===== src/rtl/mc_alu.sv =====
// mc_alu - parametrised multi-cycle ALU with valid/ready handshakes.
//
// Purpose:
//   Executes one opcode per accepted operation. Most opcodes complete in a
//   single cycle. Mul uses an iterative unsigned shift-add multiplier and
//   Div uses an iterative unsigned restoring divider; each runs for WIDTH
//   cycles. Results and flags are registered and held until the consumer
//   takes them.
//
// Ports:
//   clk        in   system clock; all state on the rising edge
//   rst_n      in   asynchronous active-low reset
//   in_valid   in   operand/opcode valid
//   in_ready   out  block can accept an operation this cycle
//   alu_a      in   operand A (WIDTH)
//   alu_b      in   operand B (WIDTH)
//   alu_opc    in   opcode (OPC_W)
//   out_valid  out  result registers hold a valid result
//   out_ready  in   consumer accepts the result
//   alu_out    out  primary result: low product or quotient (WIDTH)
//   alu_out_hi out  high product or remainder, 0 otherwise (WIDTH)
//   flag_z     out  alu_out == 0
//   flag_c     out  carry (ADD/ADI/INC/JMP) or borrow (SUB/DEC)
//   flag_v     out  signed overflow for ADD/ADI/SUB
//   flag_dz    out  Div attempted with alu_b == 0

module mc_alu #(
   parameter int WIDTH = 8,
   parameter int OPC_W = 4
) (
   input  logic             clk,
   input  logic             rst_n,
   input  logic             in_valid,
   output logic             in_ready,
   input  logic [WIDTH-1:0] alu_a,
   input  logic [WIDTH-1:0] alu_b,
   input  logic [OPC_W-1:0] alu_opc,
   output logic             out_valid,
   input  logic             out_ready,
   output logic [WIDTH-1:0] alu_out,
   output logic [WIDTH-1:0] alu_out_hi,
   output logic             flag_z,
   output logic             flag_c,
   output logic             flag_v,
   output logic             flag_dz
);

   // Opcode encodings, in the order of the shared ALU opcode table.
   localparam logic [OPC_W-1:0] OP_LDI  = OPC_W'(0);
   localparam logic [OPC_W-1:0] OP_ADD  = OPC_W'(1);
   localparam logic [OPC_W-1:0] OP_ADI  = OPC_W'(2);
   localparam logic [OPC_W-1:0] OP_SUB  = OPC_W'(3);
   localparam logic [OPC_W-1:0] OP_MUL  = OPC_W'(4);
   localparam logic [OPC_W-1:0] OP_DIV  = OPC_W'(5);
   localparam logic [OPC_W-1:0] OP_INC  = OPC_W'(6);
   localparam logic [OPC_W-1:0] OP_DEC  = OPC_W'(7);
   localparam logic [OPC_W-1:0] OP_NOR  = OPC_W'(8);
   localparam logic [OPC_W-1:0] OP_NAND = OPC_W'(9);
   localparam logic [OPC_W-1:0] OP_XOR  = OPC_W'(10);
   localparam logic [OPC_W-1:0] OP_COMP = OPC_W'(11);
   localparam logic [OPC_W-1:0] OP_JMP  = OPC_W'(12);
   localparam logic [OPC_W-1:0] OP_CMPJ = OPC_W'(13);

   localparam int               CNT_W    = $clog2(WIDTH) + 1;
   localparam logic [CNT_W-1:0] CNT_LAST = CNT_W'(WIDTH - 1);
   localparam logic [WIDTH:0]   ONE_X    = {{WIDTH{1'b0}}, 1'b1};

   typedef enum logic [1:0] {
      ST_IDLE = 2'd0,
      ST_MUL  = 2'd1,
      ST_DIV  = 2'd2,
      ST_DONE = 2'd3
   } state_t;

   state_t           state;
   logic [CNT_W-1:0] cnt;
   logic [WIDTH-1:0] work_hi;
   logic [WIDTH-1:0] work_lo;
   logic [WIDTH-1:0] sh_b;

   logic             accept;
   logic [WIDTH-1:0] sc_res;
   logic             sc_c;
   logic             sc_v;
   logic [WIDTH:0]   sc_tmp;
   logic [WIDTH:0]   ext_a;
   logic [WIDTH:0]   ext_b;

   logic [WIDTH-1:0] mul_add;
   logic [WIDTH:0]   mul_sum;
   logic [WIDTH:0]   div_shift;
   logic [WIDTH:0]   div_trial;
   logic [WIDTH-1:0] step_hi;
   logic [WIDTH-1:0] step_lo;

   // A finished result can be swapped for a new operation on the same edge
   // the consumer takes it, so back-to-back ops need no bubble.
   assign in_ready = (state == ST_IDLE) || ((state == ST_DONE) && out_ready);
   assign accept   = in_valid && in_ready;

   assign ext_a = {1'b0, alu_a};
   assign ext_b = {1'b0, alu_b};

   // Single-cycle result and flags, computed straight from the inputs so
   // they can be registered on the accept edge.
   always_comb begin
      sc_res = alu_a;
      sc_c   = 1'b0;
      sc_v   = 1'b0;
      sc_tmp = '0;
      case (alu_opc)
         OP_ADD, OP_ADI, OP_JMP: begin
            sc_tmp = ext_a + ext_b;
            sc_res = sc_tmp[WIDTH-1:0];
            sc_c   = sc_tmp[WIDTH];
            sc_v   = (alu_opc != OP_JMP) && (alu_a[WIDTH-1] == alu_b[WIDTH-1])
                     && (sc_tmp[WIDTH-1] != alu_a[WIDTH-1]);
         end
         OP_SUB: begin
            sc_tmp = ext_a - ext_b;
            sc_res = sc_tmp[WIDTH-1:0];
            sc_c   = sc_tmp[WIDTH];
            sc_v   = (alu_a[WIDTH-1] != alu_b[WIDTH-1])
                     && (sc_tmp[WIDTH-1] != alu_a[WIDTH-1]);
         end
         OP_INC: begin
            sc_tmp = ext_a + ONE_X;
            sc_res = sc_tmp[WIDTH-1:0];
            sc_c   = sc_tmp[WIDTH];
         end
         OP_DEC: begin
            sc_tmp = ext_a - ONE_X;
            sc_res = sc_tmp[WIDTH-1:0];
            sc_c   = sc_tmp[WIDTH];
         end
         OP_NOR:  sc_res = ~(alu_a | alu_b);
         OP_NAND: sc_res = ~(alu_a & alu_b);
         OP_XOR:  sc_res = alu_a ^ alu_b;
         OP_COMP: sc_res = ~alu_b;
         OP_CMPJ: sc_res = {{(WIDTH-1){1'b0}}, (alu_a >= alu_b)};
         default: sc_res = alu_a;
      endcase
   end

   // One iteration of the multiplier or divider. work_hi/work_lo form a
   // double-width shift register: for Mul it holds {partial product,
   // remaining multiplier bits}, for Div it holds {partial remainder,
   // dividend bits being replaced by quotient bits}.
   always_comb begin
      mul_add   = work_lo[0] ? sh_b : '0;
      mul_sum   = {1'b0, work_hi} + {1'b0, mul_add};
      div_shift = {work_hi, work_lo[WIDTH-1]};
      div_trial = div_shift - {1'b0, sh_b};
      step_hi   = mul_sum[WIDTH:1];
      step_lo   = {mul_sum[0], work_lo[WIDTH-1:1]};
      if (state == ST_DIV) begin
         // A clear top bit of the trial means no borrow: divisor fits.
         if (!div_trial[WIDTH]) begin
            step_hi = div_trial[WIDTH-1:0];
            step_lo = {work_lo[WIDTH-2:0], 1'b1};
         end else begin
            step_hi = div_shift[WIDTH-1:0];
            step_lo = {work_lo[WIDTH-2:0], 1'b0};
         end
      end
   end

   // Control FSM with registered results. Mul/Div iterate with the counter
   // running 0..WIDTH-1; the last iteration writes the result registers
   // directly, so out_valid appears WIDTH+1 cycles after accept.
   always_ff @(posedge clk or negedge rst_n) begin
      if (!rst_n) begin
         state      <= ST_IDLE;
         cnt        <= '0;
         work_hi    <= '0;
         work_lo    <= '0;
         sh_b       <= '0;
         out_valid  <= 1'b0;
         alu_out    <= '0;
         alu_out_hi <= '0;
         flag_z     <= 1'b0;
         flag_c     <= 1'b0;
         flag_v     <= 1'b0;
         flag_dz    <= 1'b0;
      end else begin
         case (state)
            ST_IDLE, ST_DONE: begin
               if (accept) begin
                  cnt <= '0;
                  if (alu_opc == OP_MUL) begin
                     state     <= ST_MUL;
                     out_valid <= 1'b0;
                     work_hi   <= '0;
                     work_lo   <= alu_a;
                     sh_b      <= alu_b;
                  end else if ((alu_opc == OP_DIV) && (alu_b != '0)) begin
                     state     <= ST_DIV;
                     out_valid <= 1'b0;
                     work_hi   <= '0;
                     work_lo   <= alu_a;
                     sh_b      <= alu_b;
                  end else if (alu_opc == OP_DIV) begin
                     // Divide by zero skips iteration entirely.
                     state      <= ST_DONE;
                     out_valid  <= 1'b1;
                     alu_out    <= '1;
                     alu_out_hi <= alu_a;
                     flag_z     <= 1'b0;
                     flag_c     <= 1'b0;
                     flag_v     <= 1'b0;
                     flag_dz    <= 1'b1;
                  end else begin
                     state      <= ST_DONE;
                     out_valid  <= 1'b1;
                     alu_out    <= sc_res;
                     alu_out_hi <= '0;
                     flag_z     <= (sc_res == '0);
                     flag_c     <= sc_c;
                     flag_v     <= sc_v;
                     flag_dz    <= 1'b0;
                  end
               end else if ((state == ST_DONE) && out_ready) begin
                  state     <= ST_IDLE;
                  out_valid <= 1'b0;
               end
            end
            ST_MUL, ST_DIV: begin
               work_hi <= step_hi;
               work_lo <= step_lo;
               cnt     <= cnt + CNT_W'(1);
               if (cnt == CNT_LAST) begin
                  state      <= ST_DONE;
                  out_valid  <= 1'b1;
                  alu_out    <= step_lo;
                  alu_out_hi <= step_hi;
                  flag_z     <= (step_lo == '0);
                  flag_c     <= 1'b0;
                  flag_v     <= 1'b0;
                  flag_dz    <= 1'b0;
               end
            end
            default: state <= ST_IDLE;
         endcase
      end
   end

endmodule


===== config.mk =====
export PLATFORM = sky130hd
export DESIGN_NAME = mc_alu
export DESIGN_NICKNAME = d
export VERILOG_FILES = /design/src/rtl/mc_alu.sv
export SDC_FILE = /design/constraint.sdc
export NUM_CORES = 1
export LEC_CHECK = 0
export CAP_MARGIN = 20
export CORE_UTILIZATION = 33
export CTS_CLUSTER_SIZE = 16
export DETAILED_ROUTE_END_ITERATION = 6
export DONT_BUFFER_PORTS = 1
export PLACE_DENSITY_LB_ADDON = 0.15
export SLEW_MARGIN = 20
export SYNTH_ARGS = -nofsm -noshare
export SYNTH_HDL_FRONTEND = slang
export SYNTH_SLANG_ARGS = --single-unit

===== constraint.sdc =====
create_clock -name clk -period 2.8 [get_ports clk]
set_input_delay 0.28 -clock clk [delete_from_list [all_inputs] [get_ports clk]]
set_output_delay 0.28 -clock clk [all_outputs]
set_load 0.005 [all_outputs]

; Word level (Yosys, flattened, before mapping)
; Cells that the tools add are included.
[word_totals]
ff_bits = 51
wordCells = 139
[op_classes]
add_sub_neg = 7
order_cmp = 1
eq_ne = 28
mux = 66
bitwise = 6
n_reduce_logical = 19
[ops]
columns = cell, count
row1 = $mux W8, 22
row2 = $pmux W8 S9, 1
row3 = $pmux W8 S2, 4
row4 = $mux W1, 25
row5 = $eq A4 B4 Y1 const B, 6
row6 = $not A8 Y8, 3
row7 = $eq A4 B3 Y1 const B, 5
row8 = $add A8 B8 Y9, 2
row9 = $logic_not A8 Y1, 2
row10 = $pmux W1 S2, 6
row11 = $add A8 B1 Y9 const B, 1
row12 = $sub A8 B1 Y9 const B, 1
row13 = $sub A8 B8 Y9, 1
row14 = $sub A9 B8 Y9, 1
row15 = $and A8 B8 Y8, 1
row16 = $eq A4 B2 Y1 const B, 2
row17 = $ge A8 B8 Y1, 1
row18 = $mux W2, 4
row19 = $ne A2 B2 Y1 const B, 4
row20 = $or A8 B8 Y8, 1
row21 = $pmux W4 S2, 1
row22 = $reduce_bool A8 Y1, 1
row23 = $xor A8 B8 Y8, 1
row24 = $logic_and A1 B1 Y1, 6
row25 = other kinds (19), 25

; Depth between registers and ports, before layout
; Gate-level depths: netlist (run 1).
[logic_depth]
ltp_word = 9
mapped_depth = 12
ltp_nobuf = 11

; Worst setup path after synthesis (run 1)
; No wires, ideal clock.
[synth_timing]
path_kind = reg2reg
from = register work_lo[0]
to = register alu_out_hi[7]
setup_ns = 0.146
arrival_time_ns = 2.531
required_ns = 2.654
path_slack_ns = 0.122
stages_incl_launch_ff = 12
synth_period_minus_slack_ns = 2.678
cell_sequence = dfrtp_1 > clkbuf_1 > and2_1 > ha_1 > fa_1 > a21o_1 > a21o_1 > a211oi_1 > nor2_1 > a2111o_1 > o311ai_0 > a311oi_1
[synth_via]
elab_chain_cells = 5
[synth_lines]
columns = element, line
row1 = start: declaration, 78  ; logic [WIDTH-1:0] work_lo;
row2 = start signal: assignment, 194  ; work_lo <= alu_a;
row3 = start signal: assignment, 200  ; work_lo <= alu_a;
row4 = start signal: assignment, 229  ; work_lo <= step_lo;
row5 = $mux W8, 150  ; mul_add = work_lo[0] ? sh_b : '0;
row6 = $add A8 B8 Y9, 151  ; mul_sum = {1'b0, work_hi} + {1'b0, mul_add};
row7 = $mux W8, 156  ; if (state == ST_DIV) begin
row8 = $mux W8, 231  ; if (cnt == CNT_LAST) begin
row9 = $pmux W8 S2, 186  ; case (state)
row10 = end signal: assignment, 207  ; alu_out_hi <= alu_a;
row11 = end signal: assignment, 235  ; alu_out_hi <= step_hi;
row12 = end: declaration, 41  ; output logic [WIDTH-1:0] alu_out_hi,
; Every way passes these cells. The select of a mux whose other input is x is not followed.
; A chain may end at the register's enable or synchronous reset.

; Worst setup path in the final report (run 1)
[layout_timing]
from = register sh_b[0]
to = register alu_out_hi[7]
[layout_via]
elab_chain_cells = 5
[layout_lines]
columns = element, line
row1 = start: declaration, 79  ; logic [WIDTH-1:0] sh_b;
row2 = start signal: assignment, 195  ; sh_b <= alu_b;
row3 = start signal: assignment, 201  ; sh_b <= alu_b;
row4 = $sub A9 B8 Y9 or $mux W8 (tied branches), "153, 150"
row5 = $mux W8 or $add A8 B8 Y9 (tied branches), "158, 151"
row6 = $mux W8 (*), 156
row7 = $mux W8 (*), 231
row8 = $pmux W8 S2 (*), 186
; Mark *: on every way between the ends. The rest lies on a longest branch, timed or not. The select of a mux whose other input is x is not followed.

==> reports/results.tsv, run 1 <==
stage	metric	value	unit
outcome	status	complete, no violations	
timing	Final Max Tran Viols	0	
global_route	GRT Overall Usage	20.7	%
synthesis	Syn Nets	711	
cells_and_area	area of the multi-input gates	3560	um2
global_route	largest net degree at the start of global routing	52	
floorplan	chip height	127	um
floorplan	die area	16100	um2
place	I/O Buffers	0	
hold_path	hold crit path type	input port to flip-flop	
critical_path	CP Class	flip-flop to flip-flop	
clock_tree	TritonCTS clock tree	built	
drt	average vias per placed instance	5.78	
timing	RSZ-0062 raised after global routing	no	
synthesis	Cell Area, Synth	5150	um2
cells_and_area	layout cells sized above 1	11.0	%
clock_tree	# clock sinks	51	
timing	setup_tns	0	ns
critical_path	critical path arrival	2.83	ns
global_route	Top Usage Layer GRT	met2	
global_route	vias in the first global route	4706	
clock_tree	Root Buffer	clkbuf_16	
floorplan	number of cell rows	45	
timing	worst slew pin tran	1.10	ns
synthesis	sequential share of the synthesized area	24.8	%
synthesis	syn_area_per_cell	8.08	um2
power_and_ir_drop	register share of total power	23.5	%
place	HPWL after DPL	12700	um
timing	final hold viol count	0	
critical_path	Critical Path RT	2.95	ns
critical_path	CP Cell Sequence	and2_1, ha_1, fa_2, a21o_1, a21o_1, a211oi_2, nor2_1, a2111o_1, o311ai_1, a311oi_1	
global_route	first-pass GRT wire length	26100	um
global_route	met1 Usage GRT	28.2	%
drt	drt initial violations	410	
synthesis	flops & latches, synth	51	
clock_tree	Reg clk slew, reported paths	0.07	ns
synthesis	number of enable flip-flop cells after synthesis	0	
power_and_ir_drop	peak supply drop	0.464	mV
critical_path	Crit-path slowest cell	a2111o_1	
floorplan	IO Count	46	
cells_and_area	NumNets Final	708	
cells_and_area	Core Util, Final	37.1	%
power_and_ir_drop	Gate power share	66.5	%
critical_path	Worst path depth	10	
power_and_ir_drop	Pint	3.21	mW
floorplan	die width	127	um
drt	DRC viols	0	
global_route	initial antenna violation count	0	
cells_and_area	# fillers	1591	
critical_path	family with the most delay on the worst path	compound AO/OA/AOI/OAI gates	
timing	Final setup viols	0	
clock_tree	maximum root-to-sink buffer count	2	
power_and_ir_drop	NetSw	2.96	mW
critical_path	crit path capture type	flip-flop	
timing	Final min period	2.68	ns
power_and_ir_drop	Sw Share	47.9	%
hold_path	Worst Hold Depth	2	
critical_path	CP Buf/Inv Count	0	
synthesis	Cell variety after synth	79	
floorplan	Core ar.	15200	um2
global_route	grt total ovfl	0	
synthesis	post-synthesis cell count	637	
place	routability cong.	0.859	
floorplan	Starting Density	33.9	%
critical_path	startpoint types	flip-flop	
critical_path	Crit path largest cell delay	0.41	ns
drt	first drt pass iteration count	5	
flow_run	max-cap viol count	0	
cells_and_area	diodes inserted	0	
timing	Final Skew	0.00709	ns
timing	f_max	374	MHz
drt	remaining antenna violation count	0	
synthesis	total of warnings raised by yosys	0	
critical_path	worst reg2reg path depth	10	
global_route	met3 usage	2.28	%
power_and_ir_drop	pwr/cell area	1090	nW/um2
synthesis	asr flop ratio synth	100	%
critical_path	Max FO, Critical Path	3	
global_route	grt met2 use	34.5	%
clock_tree	CTS buffer count	5	
timing	Final Cycle Share	95.5	%
drt	drt total wl	16500	um
drt	vias post-DR	4754	
power_and_ir_drop	Pleak	2.48	nW
clock_tree	clock latency at the later pin of the worst-skew pair	0.30	ns
power_and_ir_drop	share of total power in the clock network	10.0	%
critical_path	Crit path top cell by count	a21o_1	
drt	Routed WL per cell	20.0	um
cells_and_area	Synth-to-Final Area Change	9.45	%
clock_tree	Max H-tree Level	2	
cells_and_area	area occupied by registers	1280	um2
synthesis	Main synth FF type	dfrtp_1	
timing	Max-slew headroom	26.0	%
[synthesized netlist by cell type, drive strengths merged, types with 4 or more instances]
library cell | instances | area, um2
nand2 | 63 | 236
dfrtp | 51 | 1280
ha | 46 | 576
nor2 | 44 | 165
o21ai | 43 | 219
a21oi | 39 | 195
inv | 39 | 146
clkbuf | 25 | 95.1
and2 | 18 | 113
buf | 18 | 97.6
nand3 | 15 | 75.1
nor3 | 15 | 75.1
mux2i | 14 | 140
a21o | 13 | 98.9
xnor2 | 13 | 114
nand2b | 12 | 75.1
o211ai | 12 | 95.1
o31ai | 10 | 75.1
xor2 | 9 | 78.8
a211oi | 8 | 60.1
a21boi | 7 | 52.6
nand4 | 6 | 37.5
o21a | 6 | 45.0
mux2 | 5 | 56.3
nor2b | 5 | 31.3
nor4 | 5 | 31.3
o22a | 5 | 43.8
or4 | 5 | 37.5
a31oi | 4 | 25.0
fa | 4 | 80.1
o2111ai | 4 | 35.0
or3 | 4 | 26.3
[state kept, by name, summed over array words and instances, names as in the netlist]
register / count
state: 2
alu_out_hi: 8
flag_dz: 1
flag_z: 1
out_valid: 1
flag_v: 1
work_lo: 8
work_hi: 8
alu_out: 8
flag_c: 1
sh_b: 8
cnt: 4
[final cells by class]
| class | instances | area share (%) |
|---|---|---|
| multi-input combinational | 503 | 63.2 |
| sequential | 51 | 22.6 |
| timing repair buffer | 33 | 4.79 |
| tap | 188 | 4.17 |
| inverter | 40 | 2.66 |
| clock buffer | 6 | 2.29 |
| clock inverter | 2 | 0.222 |
[through the flow]
| step | hold WS [ns] | std cells | worst slack [ns] | area [um2] | total power, mW |
|---|---|---|---|---|---|
| finish | 0.105 | 823 | 0.125 | 5640 | 6.17 |
| floorplan | -0.0156 | 637 | 0.122 | 5150 | 4.29 |
| global placement | -0.0135 | 812 | 0.120 | 5420 | 5.39 |
| detailed placement | -0.0139 | 812 | 0.0373 | 5420 | 5.41 |
| global route | 0.108 | 823 | 0.0106 | 5640 | 6.72 |
| CTS | 0.0986 | 822 | 0.0248 | 5600 | 6.07 |
[placed cells by master, fill, tap and decap left out, types with 7 or more instances in the layout]
master and count:
nand2_1 63, dfrtp_1 51, ha_1 46, nor2_1 44, inv_1 39, o21ai_0 38, a21oi_1 37, buf_4 31
and2_1 17, nand3_1 15, nor3_1 15, mux2i_1 14, xnor2_1 13, a21o_1 12, nand2b_1 12, o211ai_1 11
o31ai_1 10, xor2_1 9, a21boi_0 7
[routing by layer]
metal / vias to the layer above / wire (um)
met4: 0 / 303
met3: 20 / 659
met1: 2303 / 7900
li1: 2316 / -
met5: - / 0
met2: 115 / 7600
[cell families after synthesis]
kind of cell	after synthesis	share of synthesized area, %
flip-flops	51	24.8
buffers and inverters	83	6.66
AO/OA/AOI/OAI	200	26.9
AND/OR/NAND/NOR	210	20.5
XOR/XNOR	22	3.74
multiplexers	21	4.69
adder cells (fa/ha/maj)	50	12.7
[power by group through the flow]
stage | clock [mW] | combinational, mW | sequential [mW]
floorplan | 0 | 2.95 | 1.34
global placement | 0 | 3.93 | 1.45
detailed placement | 0 | 3.95 | 1.46
CTS | 0.629 | 4.00 | 1.45
global route | 0.657 | 4.57 | 1.49
finish | 0.615 | 4.10 | 1.45
[repair_timing]
item,4_1_cts,5_1_grt
resized for setup,0,11
endpoints found under the hold margin,51,0
buffers inserted,0,1
setup endpoints to repair,0,16
hold buffers,2,0
[worst paths after layout]
path	startpoint	to	slack, ns
setup / recovery	sh_b[0]	alu_out_hi[7]	0.12
hold / removal	alu_b[7]	sh_b[7]	0.11
setup reg to reg	sh_b[0]	alu_out_hi[7]	0.12
hold reg to reg	out_valid	out_valid	0.51
max in group asynchronous	rst_n	state[1]	2.06
min in group asynchronous	rst_n	work_hi[7]	0.50
(Power assumes the default switching activity.)
==> run 2: changes to the inputs <==
--- a/config.mk
+++ b/config.mk
@@ -8,3 +8,3 @@
 export CAP_MARGIN = 20
-export CORE_UTILIZATION = 33
+export CORE_UTILIZATION = 59
 export CTS_CLUSTER_SIZE = 16
@@ -13,2 +13,3 @@
 export PLACE_DENSITY_LB_ADDON = 0.15
+export REMOVE_ABC_BUFFERS = 1
 export SLEW_MARGIN = 20
==> constraint.sdc (replaced) <==
create_clock -name clk -period 2.8 [get_ports clk]
set_input_delay 0.56 -clock clk [delete_from_list [all_inputs] [get_ports clk]]
set_output_delay 0.56 -clock clk [all_outputs]
set_load 0.005 [all_outputs]
==> reports/results.tsv, run 2 (same netlist as run 1, synthesis figures left out) <==
stage	metric	value	unit	change
outcome	status	complete, no violations		
place	I/O Buffers	0		unchanged
hold_path	hold crit path type	input port to asynchronous set/reset pin		
cells_and_area	commonest cells after routing, fill and taps aside	nand2_1 (63), dfrtp_1 (51), ha_1 (46), nor2_1 (44), inv_1 (39)		
power_and_ir_drop	Gate power share	67.0	%	+0.5 points
global_route	grt total ovfl	0		unchanged
clock_tree	maximum root-to-sink buffer count	2		unchanged
critical_path	startpoint types	flip-flop		
drt	DRC viols	0		unchanged
timing	Worst Slack Setup Final	0.123	ns	-0.00217 ns
timing	worst slew pin tran	0.858	ns	-0.245 ns
critical_path	Critical Path RT	2.98	ns	+0.03 ns
floorplan	number of cell rows	33		-27%
cells_and_area	area of the multi-input gates	3540	um2	-0.53%
timing	Final min period	2.68	ns	+0.00217 ns
floorplan	Core ar.	8340	um2	-45%
drt	drt initial violations	386		-5.9%
cells_and_area	non-filler cells in the finished layout	739		-10%
floorplan	chip height	95.4	um	-25%
clock_tree	CTS buffer count	5		unchanged
floorplan	die area	9110	um2	-43%
flow_run	max-cap viol count	0		unchanged
drt	vias post-DR	4936		+3.8%
global_route	first-pass GRT wire length	24000	um	-8.1%
power_and_ir_drop	register share of total power	23.7	%	+0.2 points
cells_and_area	layout cells sized above 1	10.4	%	-0.61 points
clock_tree	TritonCTS clock tree	built		
place	pre-CTS setup slack	-0.0305	ns	-0.0678 ns
timing	f_max	373	MHz	about the same
place	HPWL after DPL	11500	um	-9.8%
floorplan	IO Count	46		unchanged
drt	drt total wl	15000	um	-8.7%
timing	Final Max Tran Viols	0		unchanged
global_route	largest net degree at the start of global routing	52		unchanged
global_route	vias in the first global route	4804		+2.1%
clock_tree	Root Buffer	clkbuf_8		
place	routability cong.	0.958		+12%
timing	final hold viol count	0		unchanged
clock_tree	Max H-tree Level	2		unchanged
cells_and_area	area occupied by registers	1280	um2	unchanged
power_and_ir_drop	share of total power in the clock network	9.3	%	-0.7 points
clock_tree	# clock sinks	51		unchanged
critical_path	CP Class	flip-flop to flip-flop		
global_route	initial antenna violation count	0		unchanged
critical_path	crit path capture type	flip-flop		
cells_and_area	leading cell type in the layout, fill and taps excluded	nand2_1		
timing	Final Skew	0.00899	ns	+0.00191 ns
drt	Routed WL per cell	20.3	um	+1.6%
cells_and_area	Synth-to-Final Area Change	6.49	%	
cells_and_area	# fillers	754		-53%
critical_path	critical path arrival	2.86	ns	+0.03 ns
global_route	GRT Overall Usage	34.3	%	+14 points
critical_path	Max FO, Critical Path	3		unchanged
place	placed cells	730		-10%
power_and_ir_drop	peak supply drop	0.420	mV	-9.5%
power_and_ir_drop	pwr/cell area	1100	nW/um2	+0.44%
cells_and_area	diodes inserted	0		unchanged
power_and_ir_drop	Sw Share	47.5	%	-0.41 points
timing	Final Cycle Share	95.6	%	about the same
floorplan	Starting Density	61.7	%	+28 points
power_and_ir_drop	NetSw	2.86	mW	-3.1%
power_and_ir_drop	Pleak	2.46	nW	-0.49%
clock_tree	clock latency at the later pin of the worst-skew pair	0.30	ns	about the same
cells_and_area	design area	5480	um2	-2.7%
place	Placed Area	5320	um2	-1.8%
drt	average vias per placed instance	6.68		+16%
power_and_ir_drop	total power	6.03	mW	-2.3%
timing	Final setup viols	0		unchanged
drt	first drt pass iteration count	5		unchanged
clock_tree	Reg clk slew, reported paths	0.10	ns	+0.03 ns
drt	remaining antenna violation count	0		unchanged
power_and_ir_drop	Pint	3.16	mW	-1.5%
timing	setup_tns	0	ns	unchanged
cells_and_area	NumNets Final	707		-0.14%
timing	Max-slew headroom	42.7	%	+17 points
floorplan	die width	95.4	um	-25%
[run 2: changes by cell type in the layout (fill, tap and decap cells not counted), sizes merged]
cell         delta
bufinv          +1
dlygate4sd3     -1
inv             +1
clkinv          -1
clkinvlp        -1
[run 2: area by class of cell]
cell class	instances	area share [%]
clock inverters	2	0.707
inverters	40	2.74
well taps	105	2.40
multi-input cells	503	64.6
repair buffers	32	4.75
clock buffers	6	1.51
flip-flops and latches	51	23.3
[run 2: worst paths after layout]
| kind | cells past startpoint | end | slack [ns] | start |
|---|---|---|---|---|
| max in group asynchronous | 1 | flag_z | 2.47 | rst_n |
| worst max register to register | 10 | alu_out_hi[7] | 0.12 | sh_b[0] |
| min in group clk | 2 | sh_b[6] | 0.37 | alu_b[6] |
| worst min register to register | 2 | alu_out[3] | 0.51 | alu_out[3] |
| worst max-delay path | 10 | alu_out_hi[7] | 0.12 | sh_b[0] |
| worst min-delay path | 1 | work_hi[3] | 0.08 | rst_n |
[run 2: critical path: stages (launching register included)]
cell and delay, ns:
dfrtp_1 0.42, and2_1 0.17, ha_1 0.21, fa_2 0.36, a21o_1 0.17, a21o_1 0.20, a211oi_1 0.23, nor2_1 0.12
a2111o_1 0.42, o311ai_1 0.11, a311oi_1 0.14
[run 2: timing repair]
action | CTS | global route
buffers inserted | 0 | 0
pin swaps | 0 | 3
hold buffers | 1 | 0
gates resized for setup | 1 | 7
setup endpoints to repair | 6 | 14
endpoints found under the hold margin | 51 | 0
[run 2: power by group through the flow]
stage	clock network, mW	logic [mW]	registers, mW
2_1_floorplan	0	2.82	1.34
3_3_place_gp	0	3.79	1.43
3_5_place_dp	0	3.88	1.44
4_1_cts	0.562	3.93	1.43
5_1_grt	0.591	4.44	1.48
6_report	0.559	4.04	1.43
[run 2: per-stage QoR]
step	hold slack [ns]	utilization (%)
2_1_floorplan	0.264	-
3_3_place_gp	0.266	63.8
3_5_place_dp	0.266	63.8
4_1_cts	0.110	65.6
5_1_grt	0.115	65.8
6_report	0.0845	65.8
[run 2: layer usage]
layer	routed length, um	up-vias	global-route usage [%]
met1	6220	2376	41.4
met2	7190	195	59.4
met4	748	0	17.3
met3	865	55	4.70
li1	-	2310	-
met5	0	-	0
